### config.mk
export PLATFORM = sky130hd
export DESIGN_NAME = noc_client_injector
export DESIGN_NICKNAME = d
export VERILOG_FILES = /design/src/rtl/noc_client_injector_pkg.sv /design/src/rtl/noc_inj_vc_fifo.sv /design/src/rtl/noc_client_injector.sv
export SDC_FILE = /design/constraint.sdc
export NUM_CORES = 1
export LEC_CHECK = 0
export CORE_MARGIN = 10
export CORE_UTILIZATION = 35
export CTS_BUF_LIST = sky130_fd_sc_hd__clkbuf_4 sky130_fd_sc_hd__clkbuf_8
export DETAILED_ROUTE_END_ITERATION = 7
export SETUP_SLACK_MARGIN = 0.5
export SLEW_MARGIN = 20
export SYNTH_ARGS = -nofsm -noshare
export SYNTH_HDL_FRONTEND = slang
export SYNTH_SLANG_ARGS = --single-unit
### constraint.sdc
create_clock -name clk -period 4.55 [get_ports clk]
set_clock_uncertainty 0.1 [all_clocks]
set_input_delay 0.91 -clock clk [delete_from_list [all_inputs] [get_ports clk]]
set_output_delay 0.91 -clock clk [all_outputs]
set_load 0.02 [all_outputs]
### src/rtl/noc_client_injector_pkg.sv
// ---------------------------------------------------------------------------
// noc_client_injector_pkg
//   Shared types and constants for the client-side NoC injection stage.
//   - noc_inj_pkt_t : {dest, data} packet as it travels on the NoC channel,
//                     dest in the MSBs (default widths).
//   - inj_max_credit: usable downstream credits for a given VC FIFO depth.
//                     One slot is reserved, so the count is one below the
//                     FIFO depth.
// ---------------------------------------------------------------------------
package noc_client_injector_pkg;

  localparam int DEFAULT_A_W           = 3;
  localparam int DEFAULT_D_W           = 8;
  localparam int DEFAULT_VC_FIFO_DEPTH = 4;
  localparam int DEFAULT_INJ_Q_DEPTH   = 4;

  typedef struct packed {
    logic [DEFAULT_A_W-1:0] dest;
    logic [DEFAULT_D_W-1:0] data;
  } noc_inj_pkt_t;

  function automatic int inj_max_credit(input int vc_fifo_depth);
    return vc_fifo_depth - 1;
  endfunction

endpackage

### src/rtl/noc_inj_vc_fifo.sv
// ---------------------------------------------------------------------------
// noc_inj_vc_fifo
//   Single-VC circular buffer of Q_DEPTH entries (Q_DEPTH a power of two).
//   The head entry is presented combinationally on rdata so the parent can
//   register it in the same cycle it pops.
// Ports:
//   clk, rst        clock, asynchronous active-low reset
//   push, wdata     write request and data (ignored when full without a pop)
//   pop             read request (ignored when empty)
//   rdata           current head entry
//   full, empty     occupancy flags
// ---------------------------------------------------------------------------
module noc_inj_vc_fifo #(
  parameter int W       = 11,
  parameter int Q_DEPTH = 4
) (
  input  logic         clk,
  input  logic         rst,
  input  logic         push,
  input  logic         pop,
  input  logic [W-1:0] wdata,
  output logic [W-1:0] rdata,
  output logic         full,
  output logic         empty
);

  localparam int PTR_W = $clog2(Q_DEPTH);
  localparam int CNT_W = PTR_W + 1;

  logic [W-1:0]     mem_q [Q_DEPTH];
  logic [PTR_W-1:0] wr_ptr_q, wr_ptr_d;
  logic [PTR_W-1:0] rd_ptr_q, rd_ptr_d;
  logic [CNT_W-1:0] count_q, count_d;
  logic             do_push, do_pop;

  assign empty = (count_q == '0);
  assign full  = (count_q == CNT_W'(Q_DEPTH));
  assign rdata = mem_q[rd_ptr_q];

  // A pop in the same cycle frees a slot, so a push into a full buffer is
  // still accepted then. Pointers wrap naturally at the power-of-two depth.
  always_comb begin
    do_pop   = pop && !empty;
    do_push  = push && (!full || do_pop);
    wr_ptr_d = do_push ? wr_ptr_q + 1'b1 : wr_ptr_q;
    rd_ptr_d = do_pop  ? rd_ptr_q + 1'b1 : rd_ptr_q;
    count_d  = count_q + CNT_W'(do_push) - CNT_W'(do_pop);
  end

  always_ff @(posedge clk or negedge rst) begin
    if (!rst) begin
      wr_ptr_q <= '0;
      rd_ptr_q <= '0;
      count_q  <= '0;
    end else begin
      wr_ptr_q <= wr_ptr_d;
      rd_ptr_q <= rd_ptr_d;
      count_q  <= count_d;
    end
  end

  // Storage needs no reset: an empty count masks whatever it holds.
  always_ff @(posedge clk) begin
    if (do_push) begin
      mem_q[wr_ptr_q] <= wdata;
    end
  end

endmodule

### src/rtl/noc_client_injector.sv
// ---------------------------------------------------------------------------
// noc_client_injector
//   Client-side injection stage in front of a level-0 switch port. Client
//   packets are queued per VC; a round-robin arbiter picks one VC per cycle
//   among those with a queued packet and a downstream credit, and the chosen
//   packet is driven (registered) onto the NoC channel for one cycle.
// Ports:
//   clk, rst            clock, asynchronous active-low reset
//   in_valid/in_ready   client handshake; in_ready depends on in_vc
//   in_vc, in_dest,     VC index (clamped to VC_W-1), destination, payload
//   in_data
//   tx_vc_target        one-hot VC of the packet on the channel, 0 = idle
//   tx_packet           {dest, data}; only meaningful when tx_vc_target != 0
//   tx_vc_credit_gnt    per-VC credit return pulses from the switch
//   idle                all queues empty and all credits returned
//   err_credit_ovf      sticky: credit returned to a VC already at maximum
// ---------------------------------------------------------------------------
module noc_client_injector
  import noc_client_injector_pkg::*;
#(
  parameter int N             = 4,
  parameter int A_W           = 3,
  parameter int D_W           = DEFAULT_D_W,
  parameter int VC_W          = 4,
  parameter int VC_FIFO_DEPTH = DEFAULT_VC_FIFO_DEPTH,
  parameter int Q_DEPTH       = DEFAULT_INJ_Q_DEPTH
) (
  input  logic                    clk,
  input  logic                    rst,
  input  logic                    in_valid,
  output logic                    in_ready,
  input  logic [$clog2(VC_W)-1:0] in_vc,
  input  logic [A_W-1:0]          in_dest,
  input  logic [D_W-1:0]          in_data,
  output logic [VC_W-1:0]         tx_vc_target,
  output logic [A_W+D_W-1:0]      tx_packet,
  input  logic [VC_W-1:0]         tx_vc_credit_gnt,
  output logic                    idle,
  output logic                    err_credit_ovf
);

  localparam int VI_W   = $clog2(VC_W);
  localparam int P_W    = A_W + D_W;
  localparam int MAX_CR = inj_max_credit(VC_FIFO_DEPTH);
  localparam int CR_W   = $clog2(MAX_CR + 1);

  // Catch parameter sets the datapath cannot represent.
  if (A_W < $clog2(N) + 1) begin : g_bad_a_w
    $error("noc_client_injector: A_W too narrow for N clients");
  end
  if ((1 << $clog2(Q_DEPTH)) != Q_DEPTH || Q_DEPTH < 2) begin : g_bad_q_depth
    $error("noc_client_injector: Q_DEPTH must be a power of two >= 2");
  end

  logic [VI_W-1:0] vc_sel;
  logic [VC_W-1:0] push_vec, pop_vec, full_vec, empty_vec, elig;
  logic [P_W-1:0]  head [VC_W];
  logic [CR_W-1:0] credit_q [VC_W];
  logic [CR_W-1:0] credit_d [VC_W];
  logic [VI_W-1:0] rr_q, rr_d;
  logic            grant_valid;
  logic [VI_W-1:0] grant_idx;
  int              cand;
  logic [VC_W-1:0] tx_vc_target_q, tx_vc_target_d;
  logic [P_W-1:0]  tx_packet_q, tx_packet_d;
  logic            err_q, err_d;

  // Out-of-range VC indices fold onto the last VC instead of being dropped;
  // with a power-of-two VC count every index is already legal.
  if (VC_W == (1 << VI_W)) begin : g_vc_direct
    assign vc_sel = in_vc;
  end else begin : g_vc_clamp
    assign vc_sel = (32'(in_vc) >= VC_W) ? VI_W'(VC_W - 1) : in_vc;
  end

  // A full queue still accepts when it is being drained in the same cycle.
  assign in_ready = rst && (!full_vec[vc_sel] || pop_vec[vc_sel]);

  always_comb begin
    push_vec = '0;
    for (int v = 0; v < VC_W; v++) begin
      push_vec[v] = in_valid && in_ready && (vc_sel == VI_W'(v));
    end
  end

  for (genvar v = 0; v < VC_W; v++) begin : g_vc
    noc_inj_vc_fifo #(
      .W      (P_W),
      .Q_DEPTH(Q_DEPTH)
    ) u_fifo (
      .clk  (clk),
      .rst  (rst),
      .push (push_vec[v]),
      .pop  (pop_vec[v]),
      .wdata({in_dest, in_data}),
      .rdata(head[v]),
      .full (full_vec[v]),
      .empty(empty_vec[v])
    );
  end

  // Round-robin scan starting at rr_q; the first eligible VC wins.
  always_comb begin
    elig        = '0;
    grant_valid = 1'b0;
    grant_idx   = '0;
    cand        = 0;
    for (int v = 0; v < VC_W; v++) begin
      elig[v] = !empty_vec[v] && (credit_q[v] != '0);
    end
    for (int i = 0; i < VC_W; i++) begin
      cand = (int'(rr_q) + i) % VC_W;
      if (!grant_valid && elig[VI_W'(cand)]) begin
        grant_valid = 1'b1;
        grant_idx   = VI_W'(cand);
      end
    end
  end

  always_comb begin
    pop_vec = '0;
    for (int v = 0; v < VC_W; v++) begin
      pop_vec[v] = grant_valid && (grant_idx == VI_W'(v));
    end
    if (!grant_valid) begin
      rr_d = rr_q;
    end else if (grant_idx == VI_W'(VC_W - 1)) begin
      rr_d = '0;
    end else begin
      rr_d = grant_idx + 1'b1;
    end
  end

  // Credits: a grant and a return on the same VC cancel. A return with the
  // counter already full saturates and latches the overflow flag.
  always_comb begin
    err_d = err_q;
    for (int v = 0; v < VC_W; v++) begin
      credit_d[v] = credit_q[v];
      if (tx_vc_credit_gnt[v] && !pop_vec[v]) begin
        if (credit_q[v] == CR_W'(MAX_CR)) begin
          err_d = 1'b1;
        end else begin
          credit_d[v] = credit_q[v] + 1'b1;
        end
      end else if (pop_vec[v] && !tx_vc_credit_gnt[v]) begin
        credit_d[v] = credit_q[v] - 1'b1;
      end
    end
  end

  // The channel registers the granted head; the packet field keeps its old
  // value in idle cycles.
  always_comb begin
    tx_vc_target_d = pop_vec;
    tx_packet_d    = grant_valid ? head[grant_idx] : tx_packet_q;
  end

  always_comb begin
    idle = &empty_vec;
    for (int v = 0; v < VC_W; v++) begin
      if (credit_q[v] != CR_W'(MAX_CR)) begin
        idle = 1'b0;
      end
    end
  end

  always_ff @(posedge clk or negedge rst) begin
    if (!rst) begin
      rr_q           <= '0;
      tx_vc_target_q <= '0;
      tx_packet_q    <= '0;
      err_q          <= 1'b0;
      for (int v = 0; v < VC_W; v++) begin
        credit_q[v] <= CR_W'(MAX_CR);
      end
    end else begin
      rr_q           <= rr_d;
      tx_vc_target_q <= tx_vc_target_d;
      tx_packet_q    <= tx_packet_d;
      err_q          <= err_d;
      for (int v = 0; v < VC_W; v++) begin
        credit_q[v] <= credit_d[v];
      end
    end
  end

  assign tx_vc_target   = tx_vc_target_q;
  assign tx_packet      = tx_packet_q;
  assign err_credit_ovf = err_q;

endmodule

Word-level counts from Yosys, hierarchy flattened
Memories as Yosys holds them, arrays and structs flattened.
Index checks and enable logic that the tools add are counted.
{"block": "word_totals", "regBits": 54, "ram_bits": 176, "in_bits": 20, "output_inout_bits": 18, "n_memories": 4}
{"name": "g_vc[0].u_fifo.mem_q", "depth": 4, "word_bits": 11, "read_ports": 1, "rd_ports_with_merged_regs": 0, "write_ports": 1, "line": "noc_inj_vc_fifo.sv:30", "text": "logic [W-1:0] mem_q [Q_DEPTH];"}
{"name": "g_vc[1].u_fifo.mem_q", "depth": 4, "word_bits": 11, "read_ports": 1, "rd_ports_with_merged_regs": 0, "write_ports": 1, "line": "noc_inj_vc_fifo.sv:30"}
{"name": "g_vc[2].u_fifo.mem_q", "depth": 4, "word_bits": 11, "read_ports": 1, "rd_ports_with_merged_regs": 0, "write_ports": 1, "line": "noc_inj_vc_fifo.sv:30"}
{"name": "g_vc[3].u_fifo.mem_q", "depth": 4, "word_bits": 11, "read_ports": 1, "rd_ports_with_merged_regs": 0, "write_ports": 1, "line": "noc_inj_vc_fifo.sv:30"}
{"block": "op_classes", "add_sub_neg": 28, "n_lt_le_gt_ge": 6, "n_eq_ne": 22, "muxes": 60, "n_bitwise": 1, "reduce_logical": 77}
{"op": "$mux W1", "count": 34}
{"op": "$mux W2", "count": 17}
{"op": "$logic_and A1 B1 Y1", "count": 33}
{"op": "$add A2 B1 Y2 const B", "count": 14}
{"op": "$bmux W11 S2", "count": 1}
{"op": "$mux W11", "count": 2}
{"op": "$logic_not A1 Y1", "count": 20}
{"op": "$eq A2 B2 Y1 const B", "count": 8}
{"op": "$lt A2 B4 Y1 const B", "count": 4}
{"op": "$ne A2 B2 Y1 const B", "count": 8}
{"op": "$reduce_bool A2 Y1", "count": 8}
{"op": "$add A3 B1 Y3", "count": 4}
{"op": "$bmux W1 S2", "count": 6}
{"op": "$eq A3 B3 Y1 const B", "count": 4}
{"op": "$logic_not A3 Y1", "count": 4}
{"op": "$sub A3 B1 Y3", "count": 4}
{"op": "$reduce_and A2 Y1", "count": 4}
{"op": "$sub A2 B1 Y2 const B", "count": 4}
{"op": "$logic_or A1 B1 Y1", "count": 5}
{"op": "$add A2 B2 Y2 const B", "count": 2}
{"op": "$eq A2 B1 Y1 const B", "count": 2}
{"op": "$logic_not A2 Y1", "count": 2}
{"op": "$reduce_and A4 Y1", "count": 1}
{"op": "$ge A3 B3 Y1 const B", "count": 1}
{"op": "2 further kinds", "count": 2}

Logic depth before layout (Yosys ltp)
{"block": "logic_depth", "depth_word": 27, "mapped_depth": 19, "mapped_depth_nobuf": 16}

Cells and area by module
A second synthesis with hierarchy kept.
{"block": "hier_totals", "cells_unflattened": 575, "area_unflattened_um2": 9934.5}
{"module": "noc_inj_vc_fifo", "instances": 4, "cells_per_inst": 92, "area_per_inst_um2": 2013.2, "seq_area_each_um2": 1496.4}
{"module": "noc_client_injector", "instances": 1, "cells_per_inst": 207, "area_per_inst_um2": 1881.8, "seq_area_each_um2": 660.6}

Worst setup path before layout
No wires, ideal clock.
{"block": "synth_timing", "path_kind": "reg2reg", "startpoint": "reg g_vc[0].u_fifo.count_q[1]", "endpoint": "reg g_vc[2].u_fifo.count_q[2]", "setup_ns": 0.123, "arrival_time_ns": 3.813, "required_ns": 4.327, "setup_slack_ns": 0.514, "path_stages_with_launch": 18, "path_buffers": 1, "synth_period_minus_slack_ns": 4.036, "path_cell_list": "dfrtp_1 > o32ai_1 > o21ai_0 > a21oi_1 > o21ai_0 > inv_1 > clkbuf_1 > ha_1 > mux2i_1 > o21ai_0 > nand2_1 > a211o_1 > a211oi_2 > ha_1 > inv_1 > fa_1 > xnor2_1 > xnor2_1"}
{"block": "synth_via", "elab_chain_cells": 27, "word_cells_on_any_way": 52}
{"item": "from (decl)", "line": "noc_inj_vc_fifo.sv:33", "text": "logic [CNT_W-1:0] count_q, count_d;"}
{"item": "from (signal assigned)", "line": "noc_inj_vc_fifo.sv:58", "text": "count_q <= count_d;"}
{"item": "$logic_not A3 Y1", "line": "noc_inj_vc_fifo.sv:36", "text": "assign empty = (count_q == '0);"}
{"item": "$logic_not A1 Y1", "line": "noc_client_injector.sv:109", "text": "elig[v] = !empty_vec[v] && (credit_q[v] != '0);"}
{"item": "$logic_and A1 B1 Y1", "line": "noc_client_injector.sv:109"}
{"item": "$bmux W1 S2", "line": "noc_client_injector.sv:113", "text": "if (!grant_valid && elig[VI_W'(cand)]) begin"}
{"item": "$mux W1 (not written as such) (2 in series)", "line": "noc_client_injector.sv:113"}
{"item": "$mux W1", "line": "noc_client_injector.sv:113"}
{"item": "$logic_not A1 Y1", "line": "noc_client_injector.sv:113"}
{"item": "$logic_and A1 B1 Y1", "line": "noc_client_injector.sv:113"}
{"item": "[... 11 more ...]"}
{"item": "$logic_or A1 B1 Y1", "line": "noc_client_injector.sv:77", "text": "assign in_ready = rst && (!full_vec[vc_sel] || pop_vec[vc_sel]);"}
{"item": "$logic_and A1 B1 Y1", "line": "noc_client_injector.sv:77"}
{"item": "$logic_and A1 B1 Y1 (2 in series)", "line": "noc_client_injector.sv:82", "text": "push_vec[v] = in_valid && in_ready && (vc_sel == VI_W'(v));"}
{"item": "$logic_and A1 B1 Y1 (*)", "line": "noc_inj_vc_fifo.sv:44", "text": "do_push = push && (!full || do_pop);"}
{"item": "named net g_vc[2].u_fifo.do_push", "line": "noc_inj_vc_fifo.sv:34", "text": "logic do_push, do_pop;"}
{"item": "$add A3 B1 Y3 (*)", "line": "noc_inj_vc_fifo.sv:47", "text": "count_d = count_q + CNT_W'(do_push) - CNT_W'(do_pop);"}
{"item": "$sub A3 B1 Y3 (*)", "line": "noc_inj_vc_fifo.sv:47"}
{"item": "named net g_vc[2].u_fifo.count_d[2]", "line": "noc_inj_vc_fifo.sv:33"}
{"item": "to (signal assigned)", "line": "noc_inj_vc_fifo.sv:58"}
{"item": "to (decl)", "line": "noc_inj_vc_fifo.sv:33"}
The timed path passes the listed nets; every way through them passes the cells marked *. The select of a mux whose other input is x is not followed.
A chain may end at the register's enable or synchronous reset.

Worst setup path in the final report
{"block": "layout_timing", "startpoint": "reg g_vc[3].u_fifo.count_q[0]", "endpoint": "out in_ready"}
{"block": "layout_via", "elab_chain_cells": 22, "word_cells_on_any_way": 45}
{"item": "from (decl)", "line": "noc_inj_vc_fifo.sv:33"}
{"item": "from (signal assigned)", "line": "noc_inj_vc_fifo.sv:58"}
{"item": "$logic_not A3 Y1", "line": "noc_inj_vc_fifo.sv:36"}
{"item": "$logic_not A1 Y1", "line": "noc_client_injector.sv:109"}
{"item": "$logic_and A1 B1 Y1", "line": "noc_client_injector.sv:109"}
{"item": "$bmux W1 S2", "line": "noc_client_injector.sv:113"}
{"item": "$mux W1 (not written as such) (2 in series)", "line": "noc_client_injector.sv:113"}
{"item": "$mux W1", "line": "noc_client_injector.sv:113"}
{"item": "$logic_not A1 Y1", "line": "noc_client_injector.sv:113"}
{"item": "$logic_and A1 B1 Y1", "line": "noc_client_injector.sv:113"}
{"item": "[... 5 more ...]"}
{"item": "$logic_and A1 B1 Y1", "line": "noc_client_injector.sv:113"}
{"item": "$mux W2", "line": "noc_client_injector.sv:113"}
{"item": "$eq A2 B1 Y1 (tied with other cells)", "line": "noc_client_injector.sv:123", "text": "pop_vec[v] = grant_valid && (grant_idx == VI_W'(v));"}
{"item": "$logic_and A1 B1 Y1", "line": "noc_client_injector.sv:123"}
{"item": "$bmux W1 S2", "line": "noc_client_injector.sv:77"}
{"item": "$mux W1 (not written as such)", "line": "noc_client_injector.sv:77"}
{"item": "$logic_or A1 B1 Y1 (*)", "line": "noc_client_injector.sv:77"}
{"item": "$logic_and A1 B1 Y1 (*)", "line": "noc_client_injector.sv:77"}
{"item": "to (decl)", "line": "noc_client_injector.sv:31", "text": "output logic in_ready,"}
Every way passes the cells marked *; elsewhere a longest branch is shown, timed or not. The select of a mux whose other input is x is not followed.

==> summary.md <==
| Metric | Value |
|---|---|
| Per-cell routed wire length | `19.50 um` |
| Slew Viols, Final | `0` |
| Placer's final routability congestion estimate | `0.8260` |
| Post-Layout Inst Area | `11,410 um2` |
| DR WL met2 | `9714 um` |
| Post-CTS Hold Buffers | `0` |
| Critical path launch point type | `register` |
| Syn-to-layout area delta | `17.87%` |
| Total negative slack | `0 ns` |
| Post-DP Area | `10,560 um2` |
| Yosys reg bits | `230` |
| Skew-Pair Late Insertion Delay | `0.54 ns` |
| Fin nets | `703` |
| CTS max path bufs | `3` |
| WL met1 | `9342 um` |
| Total of max-cap violations | `0` |
| Synth top area share | `54.59%` |
| Num ports | `38` |
| Final hold violations | `0` |
| First-pass GRT wire length | `31,930 um` |
| Share of layout cells above drive strength 1 | `23.79%` |
| R2r startpoint | `g_vc[3].u_fifo.count_q[0]` |
| WL met3 | `1095 um` |
| F_max | `259.9 MHz` |
| Die width | `186.3 um` |
| Vias | `5,268` |
| Worst EP arrival | `2.84 ns` |
| Hold Crit Class | `in -> async` |
| Drt first pass iters | `5` |
| Relative slew slack | `41.99%` |
| Status | `finished, final reports clean` |
| DIE AREA | `34,710 um2` |
| Via/cell ratio | `5.003` |
| # diodes | `0` |
| Crit-path cells | `o32a_2 -> nor3_1 -> a21oi_2 -> and2_4 -> inv_1 -> ha_1 -> mux2i_1 -> o21ai_2 -> o21ai_1 -> a21boi_1 -> buf_4` |
| Clk slew on worst S/H paths | `0.06 ns` |
| Post-synth ARST share | `23.48%` |
| Largest cells by area after synthesis | `edfxtp_1 55%, dfrtp_1 12%, mux4_2 10%` |
| DRT Wirelength | `20,530 um` |
| Initial antenna violation count | `0` |
| Pleak | `4.097 nW` |
| EDFF count, synth | `176` |
| Worst Setup SP | `g_vc[3].u_fifo.count_q[0]` |
| CP Max Fanout | `4` |
| Initial Utilization | `35.72%` |
| Uppermost layer routed | `met4` |
| Synth warn | `0` |
| Top FF cell, synth | `edfxtp_1` |
| Finished Layout Cells | `1,053` |
| CTS tree | `done` |
| PwrDens | `643.0 nW/um2` |
| Post-synthesis sequential area ratio | `68.66%` |
| Period utilization | `84.57%` |
| Post-Syn Instances | `567` |
| CP Capture Type | `output pin` |
| Gr ovfl total | `0` |
| Number of global-route vias before repair | `5,731` |
| Mapped Area | `9681 um2` |
| CP max-delay cell | `o32a_2` |
| Largest net degree at the start of global routing | `34` |
| Final Setup Violations | `0` |
| RSZ-0062 raised after global routing | `no` |
| Fin crit period | `3.848 ns` |
| Clock buffer count from CTS | `39` |
| CP peak stage delay | `0.43 ns` |
| Iteration-0 DRC Markers | `389` |
| Core Box Area | `27,100 um2` |
| DRC Markers | `0` |
| Total GRT Usage | `11.58%` |
| Site Rows | `60` |
| Maximum vdd drop | `0.0003181 V` |
| CTS sink count | `230` |
| # port buffers | `37` |
| Worst slew pin tran | `0.8701 ns` |
| Worst EP required | `3.54 ns` |
| Antenna-violating nets left | `0` |
| Setup Crit Path Kind | `reg -> out` |
| Reg2Reg Setup Slack | `0.75 ns` |
| Hpwl dp | `13,790 um` |
| Post-synth top area cell | `edfxtp_1` |
| Root Driver | `clkbuf_8` |
| Syn Nets | `619` |
| Placed Instances | `974` |
| H-tree level count | `2` |
| Most frequent cells after synthesis | `176 x edfxtp_1, 46 x dfrtp_1, 45 x mux4_2` |
| Most frequent cell after synthesis | `edfxtp_1` |
| Avg Cell Area, Syn | `17.07 um2` |
| Vert. Die Dim | `186.3 um` |
| Distinct cells, synth | `45` |
-- placed cells by master, fill, tap and decap left out, types with 8 or more instances in the layout --
cell             instances
edfxtp_1               176
dfrtp_1                 46
mux4_2                  45
clkbuf_8                39
clkdlybuf4s50_1         35
inv_1                   34
ha_1                    28
nor2_1                  27
buf_4                   24
a211oi_1                22
nand2_1                 21
clkbuf_4                17
and2_1                  16
o21ai_0                 15
xnor2_1                 15
mux2i_1                 13
a21boi_0                11
nor3_1                   9
clkinv_1                 9
dfstp_2                  8
-- power by group --
| part | leakage, nW | internal (mW) | switching [mW] |
|---|---|---|---|
| Clock | 0.393 | 0.949 | 0.811 |
| Combinational | 1.50 | 1.25 | 1.25 |
| Sequential | 2.21 | 2.59 | 0.482 |
-- cell families after synthesis --
kind of cell / Yosys count / share of synthesized area (%)
buffers and inverters: 53 / 2.133
and+or+nand+nor: 94 / 4.899
adders and majority gates: 32 / 4.446
AOI/OAI and AO/OA: 77 / 5.855
DFF: 230 / 68.66
xor gates and xnor gates: 20 / 1.810
muxes: 61 / 12.20
-- path summary, 6_finish.rpt --
| kind | to | cells after the start |
|---|---|---|
| max | in_ready | 11 |
| min | err_credit_ovf | 1 |
| max reg2reg | g_vc[2].u_fifo.count_q[2] | 17 |
| min reg2reg | err_credit_ovf | 1 |
| max in group asynchronous | credit_q[3] | 2 |
| min in group clk | err_credit_ovf | 1 |
-- metal layers --
layer / GRT usage [%] / vias up
met1: 15.44 / 2747
met2: 18.07 / 140
met3: 3.184 / 34
met5: 0 / -
li1: - / 2347
met4: 3.346 / 0
-- final cells by class --
class | instances | area [um2]
fillers | 2421 | 15690
flip-flops and latches | 230 | 6646
multi-input cells | 284 | 2875
clock buffers | 56 | 664.4
repair buffers | 61 | 546.8
well taps | 372 | 465.4
inverters | 35 | 131.4
clock inverters | 15 | 81.33
-- critical path: cells and delay by family, from the launching register on --
family | cells | cell delay (ns)
AO/OA/AOI/OAI | 5 | 0.94
AND/OR/NAND/NOR | 2 | 0.44
flip-flops | 1 | 0.41
buffers and inverters | 2 | 0.26
adder cells (fa/ha/maj) | 1 | 0.16
multiplexers | 1 | 0.09
-- sequential cells by signal, summed over array words and instances, names as in the netlist --
signal and count:
g_vc.u_fifo.mem_q 176, g_vc.u_fifo.count_q 12, tx_packet 11, credit_q 8, g_vc.u_fifo.rd_ptr_q 8, g_vc.u_fifo.wr_ptr_q 8
tx_vc_target 4, rr_q 2, err_credit_ovf 1
-- timing repair --
action / in CTS / in global routing
endpoints found under the hold margin: 0 / 0
setup buffers: 5 / 3
pin swaps: 2 / 2
setup endpoints to repair: 1 / 1
resized for setup: 12 / 7
-- per-stage QoR --
step	power, mW	util, %	hold slack [ns]	worst slack [ns]
global route	7.789	42.11	0.2974	0.4867
CTS	7.385	41.99	0.2768	0.5007
finish	7.337	42.11	0.2831	0.7019
floorplan	4.677	-	0.3803	0.5140
global placement	5.375	38.95	0.3523	0.5068
detailed placement	5.524	38.95	0.3685	0.4461
Power figures use the tool's default switching activity.
